### src/rtl/ps2_pkg.sv
// ps2_pkg -- shared definitions for the PS/2 scancode receiver.
//
// Contents:
//   ps2_state_e      frame FSM states (IDLE, DATA, PARITY, STOP)
//   PS2_EXT_PREFIX   0xE0, extended-key prefix byte
//   PS2_BRK_PREFIX   0xF0, break (key release) prefix byte
//   PS2_EVT_W        width of a queued key event {ext, brk, scancode[7:0]}
//   PS2_EXT_BIT      bit position of the ext flag inside an event
//   PS2_BRK_BIT      bit position of the brk flag inside an event
//   ps2_parity_ok()  odd-parity check over a data byte plus its parity bit
package ps2_pkg;

  typedef enum logic [1:0] {
    ST_IDLE   = 2'd0,
    ST_DATA   = 2'd1,
    ST_PARITY = 2'd2,
    ST_STOP   = 2'd3
  } ps2_state_e;

  localparam logic [7:0] PS2_EXT_PREFIX = 8'hE0;
  localparam logic [7:0] PS2_BRK_PREFIX = 8'hF0;

  localparam int PS2_EVT_W   = 10;
  localparam int PS2_EXT_BIT = 9;
  localparam int PS2_BRK_BIT = 8;

  // PS/2 uses odd parity: the data byte and the parity bit together carry
  // an odd number of ones.
  function automatic logic ps2_parity_ok(input logic [7:0] data_byte,
                                         input logic       parity_bit);
    return ^{data_byte, parity_bit};
  endfunction

endpackage

### src/rtl/ps2_event_fifo.sv
// ps2_event_fifo -- synchronous first-word-fall-through FIFO for key events.
//
// Parameters:
//   DEPTH      number of entries, power of two, at least 2
//   WIDTH      entry width
// Ports:
//   clk        system clock
//   reset      asynchronous, active-high reset (empties the FIFO)
//   push       write request; ignored when full unless a pop happens too
//   push_data  word to write
//   pop_req    consumer accepts the head word this cycle
//   head_data  head word, forced to zero while empty
//   full       all DEPTH entries occupied
//   empty      no entries occupied
//   count      number of occupied entries (0..DEPTH)
module ps2_event_fifo #(
  parameter int DEPTH = 8,
  parameter int WIDTH = 10
) (
  input  logic                     clk,
  input  logic                     reset,
  input  logic                     push,
  input  logic [WIDTH-1:0]         push_data,
  input  logic                     pop_req,
  output logic [WIDTH-1:0]         head_data,
  output logic                     full,
  output logic                     empty,
  output logic [$clog2(DEPTH):0]   count
);

  localparam int            AW       = $clog2(DEPTH);
  localparam logic [AW:0]   FULL_CNT = DEPTH[AW:0];

  logic [WIDTH-1:0] mem_q [DEPTH];
  logic [AW-1:0]    wr_ptr_q;
  logic [AW-1:0]    rd_ptr_q;
  logic [AW:0]      count_q;
  logic             do_push;
  logic             do_pop;

  assign empty = (count_q == '0);
  assign full  = (count_q == FULL_CNT);
  assign count = count_q;

  // A pop frees a slot in the same cycle, so a push into a full FIFO is
  // still accepted when the head is being drained. An empty FIFO never pops,
  // so a same-cycle push lands and becomes visible on the next cycle.
  assign do_pop  = pop_req & ~empty;
  assign do_push = push & (~full | do_pop);

  // Pointers wrap naturally because DEPTH is a power of two.
  always_ff @(posedge clk or posedge reset) begin
    if (reset) begin
      wr_ptr_q <= '0;
      rd_ptr_q <= '0;
      count_q  <= '0;
    end else begin
      if (do_push) wr_ptr_q <= wr_ptr_q + AW'(1);
      if (do_pop)  rd_ptr_q <= rd_ptr_q + AW'(1);
      case ({do_push, do_pop})
        2'b10:   count_q <= count_q + (AW+1)'(1);
        2'b01:   count_q <= count_q - (AW+1)'(1);
        default: count_q <= count_q;
      endcase
    end
  end

  always_ff @(posedge clk) begin
    if (do_push) mem_q[wr_ptr_q] <= push_data;
  end

  assign head_data = empty ? '0 : mem_q[rd_ptr_q];

endmodule

### src/rtl/ps2_scancode_rx.sv
// ps2_scancode_rx -- PS/2 keyboard receiver in the system clock domain.
//
// Synchronises and deglitches the keyboard clock/data lines, frames bytes
// (start, 8 data bits LSB-first, odd parity, stop), tracks the E0/F0
// prefixes and queues {ext, brk, scancode} events in a FWFT FIFO.
//
// Optional build macro:
//   PS2_TYPEMATIC_SUPPRESS_EN  drop keyboard auto-repeat makes (a make equal
//                              to the last held make is not queued)
//
// Ports:
//   clk              system clock
//   reset            asynchronous, active-high reset
//   PS2KeyboardClk   raw keyboard clock (asynchronous)
//   PS2KeyboardData  raw keyboard data (asynchronous)
//   code_valid       FIFO head holds an event
//   code_ready       consumer accepts the head this cycle
//   code_data        {ext, brk, scancode[7:0]} at the FIFO head
//   fifo_count       occupied FIFO entries
//   frame_err        one-cycle pulse on start/parity/stop/timeout error
//   overflow         one-cycle pulse when an event is dropped (FIFO full)
module ps2_scancode_rx
  import ps2_pkg::*;
#(
  parameter int FILTER_LEN     = 8,
  parameter int TIMEOUT_CYCLES = 5000,
  parameter int FIFO_DEPTH     = 8
) (
  input  logic                          clk,
  input  logic                          reset,
  input  logic                          PS2KeyboardClk,
  input  logic                          PS2KeyboardData,
  output logic                          code_valid,
  input  logic                          code_ready,
  output logic [PS2_EVT_W-1:0]          code_data,
  output logic [$clog2(FIFO_DEPTH):0]   fifo_count,
  output logic                          frame_err,
  output logic                          overflow
);

  localparam int         TO_W     = $clog2(TIMEOUT_CYCLES + 1);
  localparam logic [7:0] FILT_MAX = 8'(FILTER_LEN - 1);
  localparam logic [TO_W-1:0] TO_MAX = TO_W'(TIMEOUT_CYCLES - 1);

  logic [1:0] clk_sync_q;
  logic [1:0] dat_sync_q;
  logic       filt_clk_q;
  logic       filt_prev_q;
  logic [7:0] filt_cnt_q;
  logic       armed_q;
  logic [7:0] arm_cnt_q;
  logic       sample_p0;
  logic       sdata_p0;

  ps2_state_e      state_q;
  logic [2:0]      bit_cnt_q;
  logic [7:0]      shift_q;
  logic            parity_ok_q;
  logic [TO_W-1:0] to_cnt_q;
  logic            timeout;
  logic            stop_ok;
  logic            byte_good;
  logic            frm_err_c;

  logic                 ext_q;
  logic                 brk_q;
  logic                 is_prefix;
  logic                 repeat_c;
  logic                 vld_p1;
  logic [PS2_EVT_W-1:0] evt_p1;

  logic fifo_full;
  logic fifo_empty;

  // ---- stage p0: input conditioning ----
  // Both lines idle high, so the synchronisers and the filter preset to 1.
  always_ff @(posedge clk or posedge reset) begin
    if (reset) begin
      clk_sync_q <= 2'b11;
      dat_sync_q <= 2'b11;
    end else begin
      clk_sync_q <= {clk_sync_q[0], PS2KeyboardClk};
      dat_sync_q <= {dat_sync_q[0], PS2KeyboardData};
    end
  end

  // The filtered clock follows the synchronised clock only after FILTER_LEN
  // consecutive samples that all differ from the current filtered level.
  always_ff @(posedge clk or posedge reset) begin
    if (reset) begin
      filt_clk_q  <= 1'b1;
      filt_prev_q <= 1'b1;
      filt_cnt_q  <= '0;
    end else begin
      filt_prev_q <= filt_clk_q;
      if (clk_sync_q[1] == filt_clk_q) begin
        filt_cnt_q <= '0;
      end else if (filt_cnt_q == FILT_MAX) begin
        filt_clk_q <= clk_sync_q[1];
        filt_cnt_q <= '0;
      end else begin
        filt_cnt_q <= filt_cnt_q + 8'd1;
      end
    end
  end

  // After reset the receiver ignores edges until the clock line has been
  // seen idle high for a full filter window, so a reset in the middle of a
  // frame resynchronises on the next genuine start bit.
  always_ff @(posedge clk or posedge reset) begin
    if (reset) begin
      armed_q   <= 1'b0;
      arm_cnt_q <= '0;
    end else if (!armed_q) begin
      if (!clk_sync_q[1]) begin
        arm_cnt_q <= '0;
      end else if (arm_cnt_q == FILT_MAX) begin
        armed_q <= 1'b1;
      end else begin
        arm_cnt_q <= arm_cnt_q + 8'd1;
      end
    end
  end

  assign sample_p0 = armed_q & filt_prev_q & ~filt_clk_q;
  assign sdata_p0  = dat_sync_q[1];

  // ---- stage p0: frame FSM ----
  // A sample event in the same cycle as the timeout limit wins: the frame
  // is still alive.
  assign timeout = (state_q != ST_IDLE) && !sample_p0 && (to_cnt_q == TO_MAX);
  assign stop_ok = sdata_p0 & parity_ok_q;

  assign byte_good = sample_p0 && (state_q == ST_STOP) && stop_ok;
  assign frm_err_c = timeout
                   || (sample_p0 && (state_q == ST_IDLE) && sdata_p0)
                   || (sample_p0 && (state_q == ST_STOP) && !stop_ok);

  always_ff @(posedge clk or posedge reset) begin
    if (reset) begin
      state_q     <= ST_IDLE;
      bit_cnt_q   <= '0;
      parity_ok_q <= 1'b0;
      to_cnt_q    <= '0;
    end else begin
      if ((state_q == ST_IDLE) || sample_p0) to_cnt_q <= '0;
      else                                  to_cnt_q <= to_cnt_q + TO_W'(1);

      if (timeout) begin
        state_q <= ST_IDLE;
      end else if (sample_p0) begin
        case (state_q)
          ST_IDLE: begin
            if (!sdata_p0) begin
              state_q   <= ST_DATA;
              bit_cnt_q <= '0;
            end
          end
          ST_DATA: begin
            bit_cnt_q <= bit_cnt_q + 3'd1;
            if (bit_cnt_q == 3'd7) state_q <= ST_PARITY;
          end
          ST_PARITY: begin
            parity_ok_q <= ps2_parity_ok(shift_q, sdata_p0);
            state_q     <= ST_STOP;
          end
          default: state_q <= ST_IDLE;
        endcase
      end
    end
  end

  // Data bits arrive LSB-first; shifting right leaves bit 0 at the bottom.
  always_ff @(posedge clk) begin
    if (sample_p0 && (state_q == ST_DATA)) shift_q <= {sdata_p0, shift_q[7:1]};
  end

  // ---- stage p1: prefix decoder / event register ----
  assign is_prefix = (shift_q == PS2_EXT_PREFIX) || (shift_q == PS2_BRK_PREFIX);

`ifdef PS2_TYPEMATIC_SUPPRESS_EN
  logic       held_q;
  logic [8:0] last_make_q;

  assign repeat_c = !brk_q && held_q && (last_make_q == {ext_q, shift_q});

  always_ff @(posedge clk or posedge reset) begin
    if (reset) begin
      held_q <= 1'b0;
    end else if (byte_good && !is_prefix) begin
      if (!brk_q)                               held_q <= 1'b1;
      else if (last_make_q == {ext_q, shift_q}) held_q <= 1'b0;
    end
  end

  always_ff @(posedge clk) begin
    if (byte_good && !is_prefix && !brk_q) last_make_q <= {ext_q, shift_q};
  end
`else
  assign repeat_c = 1'b0;
`endif

  // Any frame error drops pending prefixes so they never attach to a later
  // unrelated byte.
  always_ff @(posedge clk or posedge reset) begin
    if (reset) begin
      ext_q  <= 1'b0;
      brk_q  <= 1'b0;
      vld_p1 <= 1'b0;
    end else begin
      vld_p1 <= 1'b0;
      if (frm_err_c) begin
        ext_q <= 1'b0;
        brk_q <= 1'b0;
      end else if (byte_good) begin
        if (shift_q == PS2_EXT_PREFIX) begin
          ext_q <= 1'b1;
        end else if (shift_q == PS2_BRK_PREFIX) begin
          brk_q <= 1'b1;
        end else begin
          ext_q  <= 1'b0;
          brk_q  <= 1'b0;
          vld_p1 <= !repeat_c;
        end
      end
    end
  end

  always_ff @(posedge clk) begin
    if (byte_good) begin
      evt_p1[PS2_EXT_BIT] <= ext_q;
      evt_p1[PS2_BRK_BIT] <= brk_q;
      evt_p1[7:0]         <= shift_q;
    end
  end

  // ---- stage p2: event FIFO ----
  ps2_event_fifo #(
    .DEPTH (FIFO_DEPTH),
    .WIDTH (PS2_EVT_W)
  ) u_fifo (
    .clk       (clk),
    .reset     (reset),
    .push      (vld_p1),
    .push_data (evt_p1),
    .pop_req   (code_ready),
    .head_data (code_data),
    .full      (fifo_full),
    .empty     (fifo_empty),
    .count     (fifo_count)
  );

  assign code_valid = ~fifo_empty;

  always_ff @(posedge clk or posedge reset) begin
    if (reset) begin
      frame_err <= 1'b0;
      overflow  <= 1'b0;
    end else begin
      frame_err <= frm_err_c;
      overflow  <= vld_p1 & fifo_full & ~(code_valid & code_ready);
    end
  end

endmodule
### config.mk
export PLATFORM = sky130hd
export DESIGN_NAME = ps2_scancode_rx
export DESIGN_NICKNAME = d
export VERILOG_FILES = /design/src/rtl/ps2_pkg.sv /design/src/rtl/ps2_event_fifo.sv /design/src/rtl/ps2_scancode_rx.sv
export SDC_FILE = /design/constraint.sdc
export NUM_CORES = 1
export LEC_CHECK = 0
export ABC_AREA = 1
export BUFFER_PORTS_ARGS = -buffer_cell sky130_fd_sc_hd__buf_2
export CAP_MARGIN = 5
export CORE_UTILIZATION = 60
export DETAILED_ROUTE_END_ITERATION = 10
export GPL_TIMING_DRIVEN = 0
export PLACE_DENSITY = 0.81
export SLEW_MARGIN = 5
export SYNTH_ARGS = -nofsm -noshare
export SYNTH_HDL_FRONTEND = slang
export SYNTH_SLANG_ARGS = --single-unit
### constraint.sdc
create_clock -name clk -period 4.3 [get_ports clk]
set_input_delay 0.86 -clock clk [delete_from_list [all_inputs] [get_ports clk]]
set_output_delay 0.86 -clock clk [all_outputs]
set_load 0.1 [all_outputs]
==> summary.md, run 1 <==
| Metric | Value |
|---|---|
| Status | `finished, final reports clean` |
| Post-CTS resize count | `0` |
| HP Class | `flip-flop to flip-flop` |
| Critical path cell sequence | `inv_2 -> buf_1 -> o21ai_1 -> o21ai_1 -> o21ai_1 -> nor2_2 -> buf_2` |
| Adder-cell share of the synthesized area | `under 10%` |
| Sequential power share | `33.2%` |
| Synthesized Nets | `668` |
| GP Congestion | `between 0.8 and 0.9` |
| Startpoint Class | `flip-flop` |
| IO Count | `22` |
| Setup Fix Bufs, Post-CTS | `0` |
| CP peak stage delay | `around 460 ps` |
| Post-synthesis compound-gate area fraction | `8.10%` |
| IO Port Bufs | `21` |
| Largest family of logic cells by synthesized area | `simple AND/OR/NAND/NOR gates` |
| Leak | `~3.1 nW` |
| Vias in the first global route | `~4,700` |
| Mapped Area | `around 0.0068 mm^2` |
| Layout cells sized above 1 | `a little over an eighth` |
| WHS | `between 300 and 400 ps` |
| Cell taking the most area after synthesis | `edfxtp_1` |
| Vias after detailed routing | `roughly 4,700` |
| DR vias/cell | `approximately 5.6` |
| Diodes inserted | `0` |
| CTS Buf Count | `17` |
| Nets@finish | `slightly above 700` |
| CTS Root Cell | `clkbuf_16` |
| Post-route cell area | `around 0.0077 mm^2` |
| Final Setup Violations | `0` |
| Area contributors post-synth | `edfxtp_1 43%, dfrtp_1 19%, nor2_1 7.0%, nand2_1 5.4%, o21ai_1 3.0%` |
| Sw frac | `roughly 43%` |
| Maximum clock rate | `between 0.3 and 0.4 GHz` |
| CTS Hold Bufs | `0` |
| DR WL/cell | `between 15 and 20 um` |
| CTS tree | `yes` |
| Layout Area Growth over Synthesis | `13.6%` |
| H-Tree Depth | `4` |
| Crit path kind | `flip-flop to output pin` |
| Finished Layout Cells | `around 840` |
| Seq/Total Area, Yosys | `roughly two thirds` |
| CP Launch Point | `u_fifo.rd_ptr_q[0]$_DFFE_PP0P_` |
| Rel. slew slack | `between 30% and 40%` |
| Syn Inst Count | `around 650` |
| Post-synth EDFFs | `98` |
| First-pass GRT wire length | `between 20,000 and 25,000 um` |
| Post-detail-place hpwl | `around 9000 um` |
| TritonRoute pass-1 iters | `5` |
| CP required | `roughly 3400 ps` |
| Synth top area share | `43.5%` |
| Crit share post-route | `roughly three quarters` |
| Crit path DAT | `between 2000 and 2500 ps` |
| CP max stage cell | `dfrtp_1` |
| Crit path top cell by count | `o21ai_1` |
| Initial antenna violation count | `0` |
| Synth warnings | `0` |
| Setup TNS Final | `0 ps` |
| Pint | `approximately 3 mW` |
| Mean Syn Cell Area | `~10 um^2` |
| Die W | `about 110 um` |
| Sw power | `about 2.3 mW` |
| PD cells | `between 600 and 700 mW/mm^2` |
| DRC errors left | `0` |
| Routed WL | `between 10,000 and 15,000 um` |
| Final Hold Vio Count | `0` |
| Synth Area in XOR/XNOR | `1.81%` |
| Comb pwr share | `around 39%` |
| R2R Path Start | `u_fifo.count[0]$_DFFE_PP0P_` |
| Worst setup EP type | `output pin` |
| Hold path start | `dat_sync_q[0]$_DFF_PP1_` |
| Primary FF master, synth | `edfxtp_1` |
| Maximum fanout along the worst path | `10` |
| Fill cell count | `769` |
| Buffer levels on the longest clock path | `2` |
| RSZ-0062 raised after global routing | `no` |
| Maximum vdd drop | `~1.5 mV` |
| Placed Instances | `about 810` |
| Clk_lat worst skew | `between 400 and 500 ps` |
| Core area | `0.0109 mm^2` |
| Cell Area, Placed | `0.00709 mm^2` |
| Tmin final | `between 3000 and 4000 ps` |
| Max-Cap Viols | `0` |
| Register clock-pin slew on the reported worst setup and hold paths | `60 ps` |
| Synth Area in Simple Gates | `18.4%` |
| Initial Util | `slightly above 60%` |
| Core Rows | `38` |
| GRT Residual Overflow | `0` |
| Max Slew Vio Count | `0` |
| Worst-Margin Slew | `just over 1000 ps` |
| Detailed router's first-iteration violation count | `371` |
| Mux contribution to synthesized area | `0%` |
| Die Area | `0.0117 mm^2` |
| Unique masters post-synth | `40` |
| Ys async rst share | `between 30% and 40%` |
| Pin count of the biggest net entering global routing | `37` |
| Worst clock skew | `roughly 11 ps` |
| Clk network pwr share | `between 20% and 30%` |
| Die height | `between 100 and 150 um` |
| Post-route ant nets | `0` |
| Sink Count | `155` |
| Synth Register Bits | `~160` |
| Overall routing resource usage | `about a quarter` |
[power groups by stage]
stage          clock (mW)  combinational, mW  sequential, mW
2_1_floorplan           0               1.54            1.90
3_3_place_gp            0               1.99            1.78
3_5_place_dp            0               2.04            1.78
4_1_cts              1.49               2.06            1.75
5_1_grt              1.55               2.21            1.77
6_report             1.48               2.06            1.76
[through the flow]
| stage | setup slack (ps) | total power [mW] | util (%) |
|---|---|---|---|
| 2_1_floorplan | 137 | 3.44 | - |
| 3_3_place_gp | 1390 | 3.76 | 64.6 |
| 3_5_place_dp | 1450 | 3.82 | 64.8 |
| 4_1_cts | 1010 | 5.30 | 70.3 |
| 5_1_grt | 910 | 5.53 | 70.3 |
| 6_report | 1020 | 5.30 | 70.3 |
[metal layers]
layer	track usage [%]	part of all wire (%)
met3	5.55	5.6
met2	43.8	52
met4	8.71	1.6
met5	0	0
met1	31.1	41
[cells in the mapped netlist (4+ instances only)]
| cell type | instances |
|---|---|
| xor2_1 | 9 |
| nand3_1 | 27 |
| dfrtp_1 | 51 |
| dfstp_2 | 6 |
| inv_2 | 9 |
| nor2_1 | 127 |
| a21oi_1 | 12 |
| nand3b_1 | 4 |
| clkbuf_1 | 10 |
| o21ai_1 | 41 |
| ha_1 | 14 |
| buf_2 | 5 |
| inv_1 | 50 |
| o21ai_0 | 27 |
| nor3_1 | 16 |
| nand2_1 | 98 |
| nand4_1 | 6 |
| xnor2_1 | 5 |
| edfxtp_1 | 98 |
| o32ai_1 | 10 |
[worst paths after layout]
| check | slack, ps | end | depth (start not counted) |
|---|---|---|---|
| max in group asynchronous | 3220 | clk_sync_q[1]$_DFF_PP1_ | 3 |
| hold reg to reg | 360 | dat_sync_q[1]$_DFF_PP1_ | 0 |
| hold / removal | 360 | dat_sync_q[1]$_DFF_PP1_ | 0 |
| setup reg to reg | 1970 | u_fifo.count[3]$_DFFE_PP0P_ | 12 |
| min in group asynchronous | 460 | to_cnt_q[5]$_DFF_PP0_ | 2 |
| setup / recovery | 1020 | code_data[4] | 7 |
[registers in the layout, indices dropped and copies added, names as in the netlist]
signal,flops
u_fifo.mem_q,80
to_cnt_q,13
evt_p1,10
arm_cnt_q,8
filt_cnt_q,8
shift_q,8
u_fifo.count,4
bit_cnt_q,3
u_fifo.rd_ptr_q,3
u_fifo.wr_ptr_q,3
clk_sync_q,2
dat_sync_q,2
state_q,2
armed_q,1
brk_q,1
ext_q,1
filt_clk_q,1
filt_prev_q,1
frame_err,1
overflow,1
parity_ok_q,1
vld_p1,1
[final cells by class]
cell class,instances,area [um^2],share of cell area [%]
Tap cell,140,175,2.28
Buffer,16,66.3,0.862
Clock buffer,23,519,6.75
Sequential cell,155,4380,56.9
Clock inverter,9,81.3,1.06
Inverter,61,229,2.98
Timing Repair Buffer,22,125,1.63
Multi-Input combinational cell,417,2120,27.5
[kinds of logic (layout without fill, tap and decap cells)]
kind of cell / Yosys count / in the layout
AND/OR/NAND/NOR: 292 / 292
XOR/XNOR: 14 / 14
AO/OA/AOI/OAI: 97 / 97
flip-flops: 155 / 155
buffers and inverters: 77 / 131
adder cells (fa/ha/maj): 14 / 14
[critical path, delay by kind of cell (launching register included)]
kind	cells	cell delay (ps)
buffers and inverters	3	1000
flip-flops	1	460
AO/OA/AOI/OAI	3	390
AND/OR/NAND/NOR	1	160
[layout by cell type (no fill, tap or decap), types with 3 or more instances in the layout]
cell type and instances:
nor2_1 118, nand2_1 98, edfxtp_1 98, dfrtp_1 51, inv_1 49, o21ai_1 41
nand3_1 27, o21ai_0 27, buf_2 26, clkbuf_16 20, nor3_1 16, ha_1 14
a21oi_1 12, clkbuf_1 11, inv_2 10, o32ai_1 10, xor2_1 9, nor2_2 9
nand4_1 6, dfstp_2 6, xnor2_1 5, nand3b_1 4, clkinv_2 3
(Power assumes the default switching activity.)
==> run 2, diff against run 1 <==
Clock period 4.3 ns to 3.1 ns, I/O delays scaled along.
==> summary.md, run 2 (same netlist as run 1, synthesis figures left out) <==
| Metric | Value |
|---|---|
| Initial Util | `61.9% (unchanged)` |
| Clk_lat worst skew | `410 ps (was 420 ps)` |
| Post-placement worst setup slack | `519 ps (was 1450 ps)` |
| Tmin final | `approximately 3000 ps` |
| Nets@finish | `709 (unchanged)` |
| Max reg flops | `80 (unchanged)` |
| Commonest non-fill, non-tap cell in the layout | `nor2_1 (unchanged)` |
| Crit path DAT | `2390 ps (was 2420 ps)` |
| IO Port Bufs | `21 (unchanged)` |
| CTS Buf Count | `17 (unchanged)` |
| Setup Fix Bufs, Post-CTS | `0 (unchanged)` |
| Crit share post-route | `between 90% and 100%` |
| Layout cells sized above 1 | `14.1% (was 13.4%)` |
| Final Setup Violations | `0 (unchanged)` |
| IO Count | `22 (unchanged)` |
| Sink Count | `155 (unchanged)` |
| Leak | `3.10 nW (was 3.12 nW)` |
| HP Class | `primary input to asynchronous set/reset pin (was flip-flop to flip-flop)` |
| Max-Cap Viols | `0 (unchanged)` |
| GRT Residual Overflow | `0 (unchanged)` |
| Buffer levels on the longest clock path | `2 (unchanged)` |
| GP Congestion | `0.878 (was 0.862)` |
| Layout Area Growth over Synthesis | `13.9% (was 13.6%)` |
| Startpoint Class | `flip-flop (unchanged)` |
| H-Tree Depth | `4 (unchanged)` |
| Maximum vdd drop | `2.38 mV (was 1.48 mV)` |
| Max Slew Vio Count | `0 (unchanged)` |
| Cell Area, Placed | `0.00714 mm^2 (was 0.00709 mm^2)` |
| Top Registers | `u_fifo.mem_q: 80 flops, to_cnt_q: 13 flops, evt_p1: 10 flops (unchanged)` |
| Vias after detailed routing | `4,703 (was 4,685)` |
| PD cells | `957 mW/mm^2 (was 689 mW/mm^2)` |
| CTS Root Cell | `clkbuf_16 (unchanged)` |
| Worst setup EP type | `output pin (unchanged)` |
| Maximum clock rate | `0.333 GHz` |
| Diodes inserted | `0 (unchanged)` |
| Worst clock skew | `6.87 ps (was 11.2 ps)` |
| CP peak stage delay | `440 ps (was 460 ps)` |
| Initial antenna violation count | `0 (unchanged)` |
| Worst-Margin Slew | `1070 ps (was 1010 ps)` |
| Post-detail-place hpwl | `9030 um (was 9050 um)` |
| TritonRoute pass-1 iters | `5 (unchanged)` |
| Detailed router's first-iteration violation count | `346 (was 371)` |
| Post-route ant nets | `0 (unchanged)` |
| Critical path cell sequence | `inv_2 -> clkbuf_1 -> nor2_1 -> o32ai_1 -> nor2_1 -> nor2_4 -> buf_2 (was inv_2 -> buf_1 -> o21ai_1 -> o21ai_1 -> o21ai_1 -> nor2_2 -> buf_2)` |
| DR vias/cell | `5.59 (was 5.56)` |
| Final Hold Vio Count | `0 (unchanged)` |
| Most frequent cells in the layout | `117 x nor2_1, 98 x nand2_1, 98 x edfxtp_1 (was 118 x nor2_1, 98 x nand2_1, 98 x edfxtp_1)` |
| Pin count of the biggest net entering global routing | `39 (was 37)` |
| Routed WL | `13,500 um (was 13,400 um)` |
| Crit-path leading delay family | `buffers and inverters (unchanged)` |
| Overall routing resource usage | `25.4% (was 25.2%)` |
| Die height | `108 um (unchanged)` |
| CTS tree | `yes (unchanged)` |
| Crit path top cell by count | `nor2_1 (was o21ai_1)` |
| DR WL/cell | `16.0 um (was 15.9 um)` |
| RSZ-0062 raised after global routing | `no (unchanged)` |
| Rel. slew slack | `28.6% (was 32.4%)` |
| CP required | `2480 ps (was 3440 ps)` |
| Setup TNS Final | `0 ps (unchanged)` |
| Post-route cell area | `0.00770 mm^2 (was 0.00769 mm^2)` |
| Vias in the first global route | `4,709 (was 4,657)` |
| Core Rows | `38 (unchanged)` |
| Core area | `0.0109 mm^2 (unchanged)` |
| PnR worst setup slack | `93.2 ps (was 1020 ps)` |
| Maximum fanout along the worst path | `10 (unchanged)` |
| Crit path buf inv count | `3 (unchanged)` |
| Largest Register | `u_fifo.mem_q (unchanged)` |
| Crit path kind | `flip-flop to output pin (unchanged)` |
| Register clock-pin slew on the reported worst setup and hold paths | `60 ps (about the same)` |
| Status | `finished, final reports clean (unchanged)` |
| DRC errors left | `0 (unchanged)` |
| CP max stage cell | `dfrtp_1 (unchanged)` |
| Die Area | `0.0117 mm^2 (unchanged)` |
| First-pass GRT wire length | `22,200 um (was 22,000 um)` |
| Die W | `108 um (unchanged)` |
run 2: cell types whose count changed in the layout (fill, tap and decap cells not counted), sizes merged:
cell and delta:
buf -1, clkinvlp +2, bufinv +1, inv -2
clkinv +2, clkbuf -3
run 2: worst paths after layout:
| kind | slack, ps | cells past startpoint | to | startpoint |
|---|---|---|---|---|
| max in group asynchronous | 2270 | 3 | clk_sync_q[0]$_DFF_PP1_ | reset |
| hold reg to reg | 360 | 0 | dat_sync_q[1]$_DFF_PP1_ | dat_sync_q[0]$_DFF_PP1_ |
| setup reg to reg | 830 | 5 | u_fifo.mem_q[0][7]$_DFFE_PP_ | u_fifo.count[0]$_DFFE_PP0P_ |
| setup / recovery | 90 | 7 | code_data[4] | u_fifo.rd_ptr_q[0]$_DFFE_PP0P_ |
| hold / removal | 210 | 2 | to_cnt_q[8]$_DFF_PP0_ | reset |
| min in group clk | 300 | 1 | dat_sync_q[0]$_DFF_PP1_ | PS2KeyboardData |
run 2: per-stage QoR:
step	hold WS [ps]	util [%]	std cells	power (mW)
after floorplan	345	-	649	4.90
after global placement	346	65.1	810	5.34
after detailed placement	350	65.3	811	5.43
after CTS	218	70.4	842	7.38
after global routing	239	70.4	842	7.72
final	206	70.4	842	7.37
run 2: layout make-up:
| cell class | instances | area (um^2) |
|---|---|---|
| flip-flops and latches | 155 | 4380 |
| fillers | 769 | 3230 |
| multi-input cells | 417 | 2160 |
| clock buffers | 19 | 433 |
| inverters | 61 | 229 |
| well taps | 140 | 175 |
| clock inverters | 12 | 126 |
| repair buffers | 22 | 125 |
| plain buffers | 16 | 70.1 |
run 2: what timing repair did:
| action | in CTS | in global routing |
|---|---|---|
| hold buffers | 0 | 0 |
| resized for setup | 0 | 3 |
| endpoints found under the setup margin | 0 | 3 |
| hold endpoints to repair | 0 | 0 |
run 2: power by group:
part / internal, mW / leakage (nW) / total (mW) / switching, mW
sequential: 2.31 / 1.67 / 2.44 / 0.127
combinational: 0.664 / 1.17 / 2.98 / 2.31
clock: 1.17 / 0.262 / 1.96 / 0.784
run 2: metal layers:
metal | wire length, um | up-vias | GRT usage [%] | part of all wire, %
met5 | 0 | - | 0 | 0
met4 | 275 | 0 | 9.10 | 2.0
met3 | 642 | 30 | 6.33 | 4.8
met2 | 6950 | 147 | 42.7 | 52
met1 | 5590 | 2235 | 32.1 | 42
li1 | - | 2291 | - | -
==> run 3, diff against run 2 <==
Settings changed: CAP_MARGIN 5 to not set.
Clock period 3.1 ns to 3.3 ns, I/O delays scaled along.
==> summary.md, run 3 (same netlist as run 1, synthesis figures left out) <==
| Metric | Value |
|---|---|
| TritonRoute pass-1 iters | `5 (unchanged)` |
| Nets@finish | `709 (unchanged)` |
| Worst setup EP type | `output pin (unchanged)` |
| IO Count | `22 (unchanged)` |
| DR WL/cell | `16.0 um (about the same)` |
| CTS Root Cell | `clkbuf_16 (unchanged)` |
| CTS Buf Count | `17 (unchanged)` |
| WHS | `264 ps (was 206 ps)` |
| HP Class | `primary input to asynchronous set/reset pin (unchanged)` |
| Critical path cell sequence | `clkbuf_1 -> o21ai_0 -> o21ai_1 -> o21ai_1 -> nor2_1 -> buf_2 (was inv_2 -> clkbuf_1 -> nor2_1 -> o32ai_1 -> nor2_1 -> nor2_4 -> buf_2)` |
| Startpoint Class | `flip-flop (unchanged)` |
| Register clock-pin slew on the reported worst setup and hold paths | `60 ps (about the same)` |
| Pin count of the biggest net entering global routing | `37 (was 39)` |
| Worst clock skew | `6.83 ps (was 6.87 ps)` |
| Detailed router's first-iteration violation count | `297 (was 346)` |
| Rel. slew slack | `33.1% (was 28.6%)` |
| PD cells | `893 mW/mm^2 (was 957 mW/mm^2)` |
| Crit share post-route | `94.6%` |
| Buffer levels on the longest clock path | `2 (unchanged)` |
| Final Setup Violations | `0 (unchanged)` |
| H-Tree Depth | `4 (unchanged)` |
| Die Area | `0.0117 mm^2 (unchanged)` |
| Largest Register | `u_fifo.mem_q (unchanged)` |
| Maximum vdd drop | `2.07 mV (was 2.38 mV)` |
| Max Slew Vio Count | `0 (unchanged)` |
| Clk_lat worst skew | `420 ps (was 410 ps)` |
| Crit path buf inv count | `2 (was 3)` |
| CTS tree | `yes (unchanged)` |
| Cell Area, Placed | `0.00713 mm^2 (was 0.00714 mm^2)` |
| GRT Max-Usage Layer | `met2 (unchanged)` |
| Maximum fanout along the worst path | `10 (unchanged)` |
| CTS Hold Bufs | `0 (unchanged)` |
| Sink Count | `155 (unchanged)` |
| Routed WL | `13,500 um (about the same)` |
| M3 GR Usage | `6.45% (was 6.33%)` |
| Setup TNS Final | `0 ps (unchanged)` |
| Finished Layout Cells | `843 (was 842)` |
| Met1 usage | `30.4% (was 32.1%)` |
| Met2 usage | `43.3% (was 42.7%)` |
| Area of the multi-input gates | `0.00216 mm^2 (about the same)` |
| Setup Fix Bufs, Post-CTS | `0 (unchanged)` |
| Die W | `108 um (unchanged)` |
| Tmin final | `~3100 ps` |
| Layout cells sized above 1 | `13.7% (was 14.1%)` |
| Crit-path leading delay family | `buffers and inverters (unchanged)` |
| DRC errors left | `0 (unchanged)` |
| Placed Instances | `811 (unchanged)` |
| Reg area | `0.00438 mm^2 (about the same)` |
| Core Rows | `38 (unchanged)` |
| CP required | `2640 ps (was 2480 ps)` |
| Post-CTS resize count | `0 (unchanged)` |
| Top Registers | `u_fifo.mem_q: 80 flops, to_cnt_q: 13 flops, evt_p1: 10 flops (unchanged)` |
| RSZ-0062 raised after global routing | `no (unchanged)` |
| Fin util | `70.2% (was 70.4%)` |
| Post-detail-place hpwl | `9210 um (was 9030 um)` |
| DR vias/cell | `5.65 (was 5.59)` |
| Crit path kind | `flip-flop to output pin (unchanged)` |
| Vias after detailed routing | `4,760 (was 4,703)` |
| IO Port Bufs | `21 (unchanged)` |
| CP max stage cell | `dfrtp_1 (unchanged)` |
| GRT Residual Overflow | `0 (unchanged)` |
| GP Congestion | `0.877 (was 0.878)` |
| Die height | `108 um (unchanged)` |
| Initial Util | `61.9% (unchanged)` |
| Crit path DAT | `2460 ps (was 2390 ps)` |
| Max reg flops | `80 (unchanged)` |
| Tot Pwr | `6.85 mW (was 7.37 mW)` |
| Worst-Margin Slew | `1000 ps (was 1070 ps)` |
| Commonest non-fill, non-tap cell in the layout | `nor2_1 (unchanged)` |
| Max-Cap Viols | `0 (unchanged)` |
| Fill cell count | `761 (was 769)` |
| Initial antenna violation count | `0 (unchanged)` |
| Post-placement worst setup slack | `667 ps (was 519 ps)` |
| Overall routing resource usage | `25.1% (was 25.4%)` |
| Vias in the first global route | `4,643 (was 4,709)` |
| Final Hold Vio Count | `0 (unchanged)` |
| Most frequent cells in the layout | `118 x nor2_1, 98 x nand2_1, 98 x edfxtp_1 (was 117 x nor2_1, 98 x nand2_1, 98 x edfxtp_1)` |
| Core area | `0.0109 mm^2 (unchanged)` |
| Leak | `3.09 nW (was 3.10 nW)` |
| Diodes inserted | `0 (unchanged)` |
| PnR worst setup slack | `177 ps (was 93.2 ps)` |
| Maximum clock rate | `0.320 GHz` |
| Status | `finished, final reports clean (unchanged)` |
| Post-route cell area | `0.00768 mm^2 (was 0.00770 mm^2)` |
| Crit path top cell by count | `o21ai_1 (was nor2_1)` |
| Layout Area Growth over Synthesis | `13.5% (was 13.9%)` |
| CP peak stage delay | `500 ps (was 440 ps)` |
| Post-route ant nets | `0 (unchanged)` |
| First-pass GRT wire length | `21,700 um (was 22,200 um)` |
## run 3: cell count changes in the layout (fill, tap and decap cells not counted), sizes merged
| cell | delta |
|---|---|
| clkbuf | -3 |
| buf | +1 |
| inv | +5 |
| bufinv | -2 |
## run 3: worst paths after layout
| path | from | endpoint | slack (ps) | cells after the start |
|---|---|---|---|---|
| worst max-delay path | u_fifo.rd_ptr_q[1]$_DFFE_PP0P_ | code_data[9] | 180 | 6 |
| worst min-delay path | reset | to_cnt_q[5]$_DFF_PP0_ | 260 | 2 |
| worst max register to register | u_fifo.count[0]$_DFFE_PP0P_ | u_fifo.count[2]$_DFFE_PP0P_ | 980 | 12 |
| worst min register to register | clk_sync_q[0]$_DFF_PP1_ | clk_sync_q[1]$_DFF_PP1_ | 350 | 0 |
| max in group asynchronous | reset | clk_sync_q[0]$_DFF_PP1_ | 2400 | 3 |
| min in group clk | PS2KeyboardData | dat_sync_q[0]$_DFF_PP1_ | 330 | 1 |
## run 3: power breakdown
group          total (mW)  switching, mW  internal, mW
sequential           2.29          0.123          2.17
combinational        2.79           2.17         0.618
clock                1.77          0.799         0.971
total                6.85           3.10          3.75
## run 3: layout make-up
cell class,count,area share (%)
clock buffer,17,5.54
tap,140,2.28
clock inverter,15,1.52
sequential,155,57.0
buffer,16,0.880
multi-input combinational,417,28.1
inverter,61,2.98
timing repair buffer,22,1.63
## run 3: metal layers
layer,vias to the layer above,part of all wire (%),wire (um)
li1,2284,-,-
met1,2270,41,5500
met2,176,52,6950
met3,30,5.8,781
met4,0,1.8,249
met5,-,0,0
## run 3: worst register-to-register path, cell delays in order (launching register included)
cell and delay, ps:
dfrtp_1 430, nor2_1 170, nand3_1 210, nand2_1 200
inv_2 80, ha_1 250, nand2_1 120, clkinv_1 70
nor2_1 130, ha_1 170, a21oi_1 50, xnor2_1 130
o21ai_0 220
